`src/rtl/vga_vmem_arbiter_pkg.sv`:
```
// vga_pkg: shared types and defaults for the video-memory arbiter.
//   MEM_LAT_DEF / SW_DEF : default memory latency and wait-counter width
//   AW_DEF / DW_DEF      : address/data widths baked into the buffer entry type
//   buf_state_t          : host buffer occupancy (EMPTY / FULL)
//   host_entry_t         : buffered host request {we, addr, wdata}
//   rd_tag_t             : read-return tag {d = display, h = host}
package vga_pkg;

  localparam int AW_DEF      = 12;
  localparam int DW_DEF      = 8;
  localparam int MEM_LAT_DEF = 1;
  localparam int SW_DEF      = 16;

  typedef enum logic {
    BUF_EMPTY = 1'b0,
    BUF_FULL  = 1'b1
  } buf_state_t;

  // The entry carries the default widths; the arbiter is built with AW/DW
  // equal to these.
  typedef struct packed {
    logic              we;
    logic [AW_DEF-1:0] addr;
    logic [DW_DEF-1:0] wdata;
  } host_entry_t;

  typedef struct packed {
    logic d;
    logic h;
  } rd_tag_t;

endpackage

```
`src/rtl/vga_vmem_arbiter_if.sv`:
```
// vga_vmem_arbiter_if: host-side valid/ready request bus plus read return.
//   host_valid/host_we/host_addr/host_wdata : request from host (master)
//   host_ready                              : request accepted when valid && ready
//   host_rvalid/host_rdata                  : read data return to host
// Modports: master = host bridge, slave = arbiter.
interface vga_vmem_arbiter_if #(
  parameter int AW = 12,
  parameter int DW = 8
);
  logic          host_valid;
  logic          host_we;
  logic [AW-1:0] host_addr;
  logic [DW-1:0] host_wdata;
  logic          host_ready;
  logic          host_rvalid;
  logic [DW-1:0] host_rdata;

  modport master (
    output host_valid, host_we, host_addr, host_wdata,
    input  host_ready, host_rvalid, host_rdata
  );

  modport slave (
    input  host_valid, host_we, host_addr, host_wdata,
    output host_ready, host_rvalid, host_rdata
  );
endinterface

```
`src/rtl/vga_vmem_arbiter_rd_tag_pipe.sv`:
```
// vga_rd_tag_pipe: DEPTH-stage shift register of read-return tags, aligned
// with the memory read latency so the tag leaves the last stage in the same
// cycle the read data appears.
//   clk     : clock
//   resetn  : synchronous active-low clear of all stages
//   tag_in  : tag for the access issued this cycle
//   tag_out : tag whose read data is on the memory bus this cycle
module vga_rd_tag_pipe
  import vga_pkg::*;
#(
  parameter int DEPTH = MEM_LAT_DEF
) (
  input  logic    clk,
  input  logic    resetn,
  input  rd_tag_t tag_in,
  output rd_tag_t tag_out
);

  rd_tag_t stage_reg  [DEPTH];
  rd_tag_t stage_next [DEPTH];

  assign stage_next[0] = tag_in;

  for (genvar gi = 1; gi < DEPTH; gi++) begin : g_shift
    assign stage_next[gi] = stage_reg[gi-1];
  end

  always_ff @(posedge clk) begin
    if (!resetn) begin
      for (int i = 0; i < DEPTH; i++) begin
        stage_reg[i] <= '0;
      end
    end else begin
      stage_reg <= stage_next;
    end
  end

  assign tag_out = stage_reg[DEPTH-1];

endmodule

```
`src/rtl/vga_vmem_arbiter.sv`:
```
// vga_vmem_arbiter: shares one single-port synchronous video RAM between the
// display fetch path (strict priority, never stalled) and a host port that is
// buffered in a one-entry register and issued in display-free cycles.
//   clk, resetn               : clock, synchronous active-low reset
//   disp_req/disp_addr        : display read request this cycle
//   disp_rvalid/disp_rdata    : display read return, MEM_LAT cycles later
//   host (slave modport)      : host valid/ready requests and read return
//   mem_en/we/addr/wdata      : memory access issued this cycle
//   mem_rdata                 : memory read data, MEM_LAT cycles after a read
//   stat_clr                  : clear the host wait statistic
//   host_wait_cnt             : saturating count of cycles the buffered host
//                               request lost arbitration to the display
module vga_vmem_arbiter
  import vga_pkg::*;
#(
  parameter int AW      = AW_DEF,
  parameter int DW      = DW_DEF,
  parameter int MEM_LAT = MEM_LAT_DEF,
  parameter int SW      = SW_DEF
) (
  input  logic             clk,
  input  logic             resetn,
  input  logic             disp_req,
  input  logic [AW-1:0]    disp_addr,
  output logic             disp_rvalid,
  output logic [DW-1:0]    disp_rdata,
  vga_vmem_arbiter_if.slave host,
  output logic             mem_en,
  output logic             mem_we,
  output logic [AW-1:0]    mem_addr,
  output logic [DW-1:0]    mem_wdata,
  input  logic [DW-1:0]    mem_rdata,
  input  logic             stat_clr,
  output logic [SW-1:0]    host_wait_cnt
);

  localparam logic [SW-1:0] CNT_ONE = SW'(1);
  localparam logic [SW-1:0] CNT_MAX = '1;

  buf_state_t  state_reg, state_next;
  host_entry_t entry_reg, entry_next;
  logic        host_issue;
  logic        accept;
  logic        blocked;
  logic [SW-1:0] wait_reg;
  rd_tag_t     tag_in, tag_out;

  // The buffer can take a new request in the same cycle its current one is
  // issued, which is what gives one host request per cycle when display idles.
  assign host_issue = (state_reg == BUF_FULL) && !disp_req;
  assign accept     = host.host_valid && host.host_ready;
  assign blocked    = (state_reg == BUF_FULL) && disp_req;

  // State register
  always_ff @(posedge clk) begin
    if (!resetn) begin
      state_reg <= BUF_EMPTY;
      entry_reg <= '0;
    end else begin
      state_reg <= state_next;
      entry_reg <= entry_next;
    end
  end

  // Next-state logic: an accept always (re)loads the entry, so a simultaneous
  // issue + accept keeps the buffer FULL with the newer request.
  always_comb begin
    state_next = state_reg;
    entry_next = entry_reg;
    if (accept) begin
      state_next = BUF_FULL;
      entry_next = '{we: host.host_we, addr: host.host_addr, wdata: host.host_wdata};
    end else if (host_issue) begin
      state_next = BUF_EMPTY;
    end
  end

  // Output logic: handshake and memory arbitration
  always_comb begin
    host.host_ready = (state_reg == BUF_EMPTY) || host_issue;
    mem_en          = 1'b0;
    mem_we          = 1'b0;
    mem_addr        = disp_addr;
    mem_wdata       = entry_reg.wdata;
    if (disp_req) begin
      mem_en   = 1'b1;
      mem_addr = disp_addr;
    end else if (state_reg == BUF_FULL) begin
      mem_en   = 1'b1;
      mem_we   = entry_reg.we;
      mem_addr = entry_reg.addr;
    end
  end

  always_ff @(posedge clk) begin
    if (!resetn) begin
      wait_reg <= '0;
    end else if (stat_clr) begin
      wait_reg <= '0;
    end else if (blocked && (wait_reg != CNT_MAX)) begin
      wait_reg <= wait_reg + CNT_ONE;
    end
  end

  assign host_wait_cnt = wait_reg;

  // Host writes return nothing, so only host reads are tagged.
  assign tag_in = '{d: disp_req, h: host_issue && !entry_reg.we};

  vga_rd_tag_pipe #(
    .DEPTH(MEM_LAT)
  ) u_tag_pipe (
    .clk     (clk),
    .resetn  (resetn),
    .tag_in  (tag_in),
    .tag_out (tag_out)
  );

  assign disp_rvalid      = tag_out.d;
  assign disp_rdata       = mem_rdata;
  assign host.host_rvalid = tag_out.h;
  assign host.host_rdata  = mem_rdata;

endmodule

```
`src/flat_wrapper.sv`:
```
// flat-port wrapper written by rule: the top's interface ports become plain ports
module vga_vmem_arbiter_flat import vga_pkg::*;
#(
  parameter int AW      = AW_DEF,
  parameter int DW      = DW_DEF,
  parameter int MEM_LAT = MEM_LAT_DEF,
  parameter int SW      = SW_DEF
)
  (clk, resetn, disp_req, disp_addr, disp_rvalid, disp_rdata, mem_en, mem_we, mem_addr, mem_wdata, mem_rdata, stat_clr, host_wait_cnt, host_host_valid, host_host_we, host_host_addr, host_host_wdata, host_host_ready, host_host_rvalid, host_host_rdata);
  vga_vmem_arbiter_if #(.AW(AW), .DW(DW)) host_i ();
  input  logic clk;
  input  logic resetn;
  input  logic disp_req;
  input  logic [AW-1:0] disp_addr;
  output logic disp_rvalid;
  output logic [DW-1:0] disp_rdata;
  output logic mem_en;
  output logic mem_we;
  output logic [AW-1:0] mem_addr;
  output logic [DW-1:0] mem_wdata;
  input  logic [DW-1:0] mem_rdata;
  input  logic stat_clr;
  output logic [SW-1:0] host_wait_cnt;
  input wire logic [$bits(host_i.host_valid)-1:0] host_host_valid;
  input wire logic [$bits(host_i.host_we)-1:0] host_host_we;
  input wire logic [$bits(host_i.host_addr)-1:0] host_host_addr;
  input wire logic [$bits(host_i.host_wdata)-1:0] host_host_wdata;
  output wire logic [$bits(host_i.host_ready)-1:0] host_host_ready;
  output wire logic [$bits(host_i.host_rvalid)-1:0] host_host_rvalid;
  output wire logic [$bits(host_i.host_rdata)-1:0] host_host_rdata;
  assign host_i.host_valid = host_host_valid;
  assign host_i.host_we = host_host_we;
  assign host_i.host_addr = host_host_addr;
  assign host_i.host_wdata = host_host_wdata;
  assign host_host_ready = host_i.host_ready;
  assign host_host_rvalid = host_i.host_rvalid;
  assign host_host_rdata = host_i.host_rdata;
  vga_vmem_arbiter #(.AW(AW), .DW(DW), .MEM_LAT(MEM_LAT), .SW(SW)) u_core (.clk(clk), .resetn(resetn), .disp_req(disp_req), .disp_addr(disp_addr), .disp_rvalid(disp_rvalid), .disp_rdata(disp_rdata), .host(host_i), .mem_en(mem_en), .mem_we(mem_we), .mem_addr(mem_addr), .mem_wdata(mem_wdata), .mem_rdata(mem_rdata), .stat_clr(stat_clr), .host_wait_cnt(host_wait_cnt));
endmodule
```
`config.mk`:
```
export PLATFORM = sky130hd
export DESIGN_NAME = vga_vmem_arbiter_flat
export DESIGN_NICKNAME = d
export VERILOG_FILES = /design/src/rtl/vga_vmem_arbiter_pkg.sv /design/src/rtl/vga_vmem_arbiter_if.sv /design/src/rtl/vga_vmem_arbiter_rd_tag_pipe.sv /design/src/rtl/vga_vmem_arbiter.sv /design/src/flat_wrapper.sv
export SDC_FILE = /design/constraint.sdc
export NUM_CORES = 1
export LEC_CHECK = 0
export ABC_AREA = 1
export ABC_CLOCK_PERIOD_IN_PS = 2290
export CORE_MARGIN = 3
export CORE_UTILIZATION = 45
export CTS_BUF_LIST = sky130_fd_sc_hd__clkbuf_8
export CTS_CLUSTER_DIAMETER = 80
export DETAILED_ROUTE_END_ITERATION = 8
export PLACE_DENSITY = 0.95
export SETUP_SLACK_MARGIN = 0.02
export SYNTH_ARGS = -nofsm -noshare
export SYNTH_HDL_FRONTEND = slang
export SYNTH_SLANG_ARGS = --single-unit
```
`constraint.sdc`:
```
create_clock -name clk -period 2.29 [get_ports clk]
set_input_delay 0.458 -clock clk [delete_from_list [all_inputs] [get_ports clk]]
set_output_delay 0.458 -clock clk [all_outputs]
set_load 0.01 [all_outputs]
```
==> results.txt <==
The run finished with clean final reports. The register with the most flip-flops in the layout has 16 of them. Net switching is 25.7% of the power. In this run the count of I/O pins placed on the die edge is 103. The fraction of the mapped netlist area in simple logic gates came out at 28.4%.

Once detailed placement completed, the half-perimeter wirelength came to 3840 µm. The starting utilization of the core area came out at 47.5%. The library cell used most frequently in the layout, excluding fill and tap cells, is nor2_1. The count of final max-slew check failures is 0.

The relative contribution of combinational cells to total power came out at 18.8%. The routed design could run at a clock period as short as 2.15 ns. The relative slew slack is 56.3%. The ratio of total power to cell area is 510 nW/µm². The final layout contains routed wiring with a total length of 5300 µm. Global routing finished with a remaining overflow of 0. The final period utilization is 93.9%. The required time at the worst-slack endpoint came out at 1.83 ns. Clock skew on the completed layout was measured at 0.0120 ns. The area fraction in compound gates after synthesis came out at 8.71%. The count of flip-flops with a built-in enable after synthesis is 0. The wire length of the first global-routing pass came out at 8780 µm. The die boundary height is 74.5 µm.

The tightest min-delay check is of the flop to flop type. Global routing consumed, over all layers together, 20.3% of the routing resources. The maximum number of pins on one net before global-route repair is 23. For this design, the CTS-stage hold fixing added 0 buffers. The worst-skew pair later-pin latency came out at 0.29 ns. The first-iteration detailed-routing DRC count is 132. The internal power of the cells totals 0.00110 W. The share of power burned in registers is 50.8%. The via count of the first global-routing pass came out at 2037. Ranked by total cell area, the synthesized netlist is headed by dfxtp_1 (38%), nor2_1 (15%), buf_4 (8.5%). The net count reported at finish came out at 401. The synthesized flop and latch total came out at 40. The number of nets produced by synthesis is 339. After synthesis, the largest family of logic cells by area is simple AND/OR/NAND/NOR gates. The setup path with the least slack is of type input pin to output port. The final critical-path setup slack is 0.140 ns. The max-capacitance violation count came out at 0. After clock tree synthesis, the clock-pin slew on the worst setup and hold paths is 0.08 ns.

Compared with the post-synthesis result, the final layout area differs by 38.1%. The via count of the routed design came out at 2038. The DRC violations left came out at 0. The site row count came out at 24.

The pin slew with the least headroom to its limit came out at 0.655 ns. Dividing the detail-routed wire length by the instance count gives 13.0 µm. The maximum fanout count along the critical path came out at 7. The analysis attributes to cell leakage a power of 1.28 nW.

Setup repair after global routing left no endpoint under its margin. The number of antenna violations at the first check in global routing came out at 0. The total of warnings raised by yosys is 0. The number of unique standard cell types used by synthesis is 27. The final number of setup-violating endpoints is 0. The post-route worst hold slack came out at 0.468 ns. The peak supply drop came out at 0.327 mV. The area of the die is 5550 µm².

The cell area after layout came out at 2910 µm². The worst setup slack after placement came out at -0.247 ns. The sink count of the clock tree is 40.

The area of the placeable core is 4440 µm². The xor-xnor portion of the synthesized cell area is 3.73%. The share of cells above drive strength 1 came out at 11.5%. Based on the critical path, the design can be clocked at up to 0.465 GHz.

The first-pass iteration count of the detailed router is 4. In the synthesized netlist, mux cells make up 6.40% of the area. The endpoint arrival time on the critical path came out at 1.69 ns. In this run the number of H-tree levels came out at 2. In the synthesized netlist the dominant register cell turns out to be dfxtp_1. The die extent in x came out at 74.5 µm. The tree is rooted in a clkbuf_8. The portion of total power attributed to the clock network is 30.4%.

The global placement routability congestion came out at 0.858. The synthesized area came out at 2110 µm². The number of hold violations in the final report is 0. The adder-cell area share of the yosys netlist is 0.593%. The clock buffer count from CTS came out at 5. The net switching power figure is 0.000382 W. The share of flip-flops with an asynchronous set or reset after synthesis is 0%.

The cell area after placement came out at 2790 µm². The count of buffers from port buffering is 78. The kind of capture point of the worst setup path is an output port.

Of all cell types, the one taking the most synthesized area is dfxtp_1. The part of the Yosys area used for sequential elements is 37.9%. The type of element launching the critical path is an input pin.

0 antenna diodes ended up in the layout. The share of synthesized area in the top cell type comes to 37.9%. In the layout the commonest cells are nor2_1 (82), clkdlybuf4s50_1 (65), nand2_1 (40), dfxtp_1 (40), o21ai_0 (29). The post-detailed-route via-to-cell ratio came out at 5.01. Each instance of the synthesized netlist takes up on average 7.23 µm².

The number of nets still failing antenna checks after routing is 0. The filler cell count in the final layout came out at 396. Synthesis produced 292 cells. The maximum clock insertion buffer count came out at 2. TritonCTS built the clock tree.
==> cell type report <==
type / instances / area [µm²] / share of cell area (%)
Inverter: 17 / 63.8 / 2.19
Sequential cell: 40 / 801 / 27.5
Clock buffer: 5 / 68.8 / 2.36
Tap cell: 52 / 65.1 / 2.23
Multi-Input combinational cell: 201 / 1010 / 34.7
Timing Repair Buffer: 89 / 887 / 30.4
Clock inverter: 3 / 16.3 / 0.558
==> cell families after synthesis <==
family,after synthesis
compound gates,36
flops,40
xor+xnor,9
buf+inv,51
simple gates,143
mux,12
fa+ha+maj,1
==> cell usage after synthesis (2+ instances only) <==
master	number
inv_1	17
a21oi_1	5
xor2_1	6
xnor2_1	3
nand2_2	2
nand3_1	8
o21ai_0	29
nand2_1	41
clkbuf_1	4
mux2_2	12
nor2_2	2
buf_6	2
nor2_1	82
buf_2	3
dfxtp_1	40
or2_2	2
buf_4	24
==> power by group through the flow <==
| stage | Combinational (W) | Sequential, W | Clock (W) |
|---|---|---|---|
| floorplan | 0.000160 | 0.000767 | 0 |
| global placement | 0.000275 | 0.000770 | 0 |
| detailed placement | 0.000283 | 0.000771 | 0 |
| CTS | 0.000282 | 0.000756 | 0.000470 |
| global route | 0.000307 | 0.000761 | 0.000487 |
| finish | 0.000279 | 0.000756 | 0.000452 |
==> through the flow <==
step / total power, W / instances / setup TNS (ns) / utilization [%]
final: 0.00149 / 407 / 0 / 65.6
after global routing: 0.00156 / 407 / 0 / 65.6
after CTS: 0.00151 / 407 / 0 / 65.6
after detailed placement: 0.00105 / 396 / -2.76 / 62.8
after global placement: 0.00104 / 396 / -2.25 / 62.8
after floorplan: 0.000928 / 292 / 0 / -
==> routing by layer <==
| metal | share of wire [%] | GRT usage, % | routed length [µm] | vias to the layer above |
|---|---|---|---|---|
| met5 | 0 | 0 | 0 | - |
| met4 | 1.3 | 6.52 | 68 | 0 |
| met3 | 9.3 | 6.62 | 492 | 7 |
| met2 | 51 | 37.3 | 2690 | 88 |
| met1 | 39 | 21.9 | 2050 | 926 |
| li1 | - | - | - | 1017 |
==> what timing repair did <==
item / 4_1_cts / 5_1_grt
setup buffers: 2 / 0
gates resized for setup: 16 / 0
endpoints found under the setup margin: 12 / 0
==> path summary, 6_finish.rpt <==
| check | start | to | slack, ns | cells after the start |
|---|---|---|---|---|
| min | u_core.entry_reg[20]$_SDFFE_PN0P_ | u_core.u_tag_pipe.tag_out[0]$_SDFF_PN0_ | 0.47 | 1 |
| max | disp_req | mem_addr[4] | 0.14 | 7 |
| min reg2reg | u_core.entry_reg[20]$_SDFFE_PN0P_ | u_core.u_tag_pipe.tag_out[0]$_SDFF_PN0_ | 0.47 | 1 |
| max reg2reg | u_core.host_wait_cnt[0]$_SDFFE_PP0P_ | u_core.host_wait_cnt[11]$_SDFFE_PP0P_ | 0.51 | 8 |
==> critical path: stages <==
cell,delay [ns]
dlygate4sd2_1,0.25
inv_1,0.08
nand2_2,0.07
buf_4,0.14
buf_12,0.13
mux2_2,0.27
dlygate4sd2_1,0.29
No activity file was read; power rests on OpenSTA's default activity.
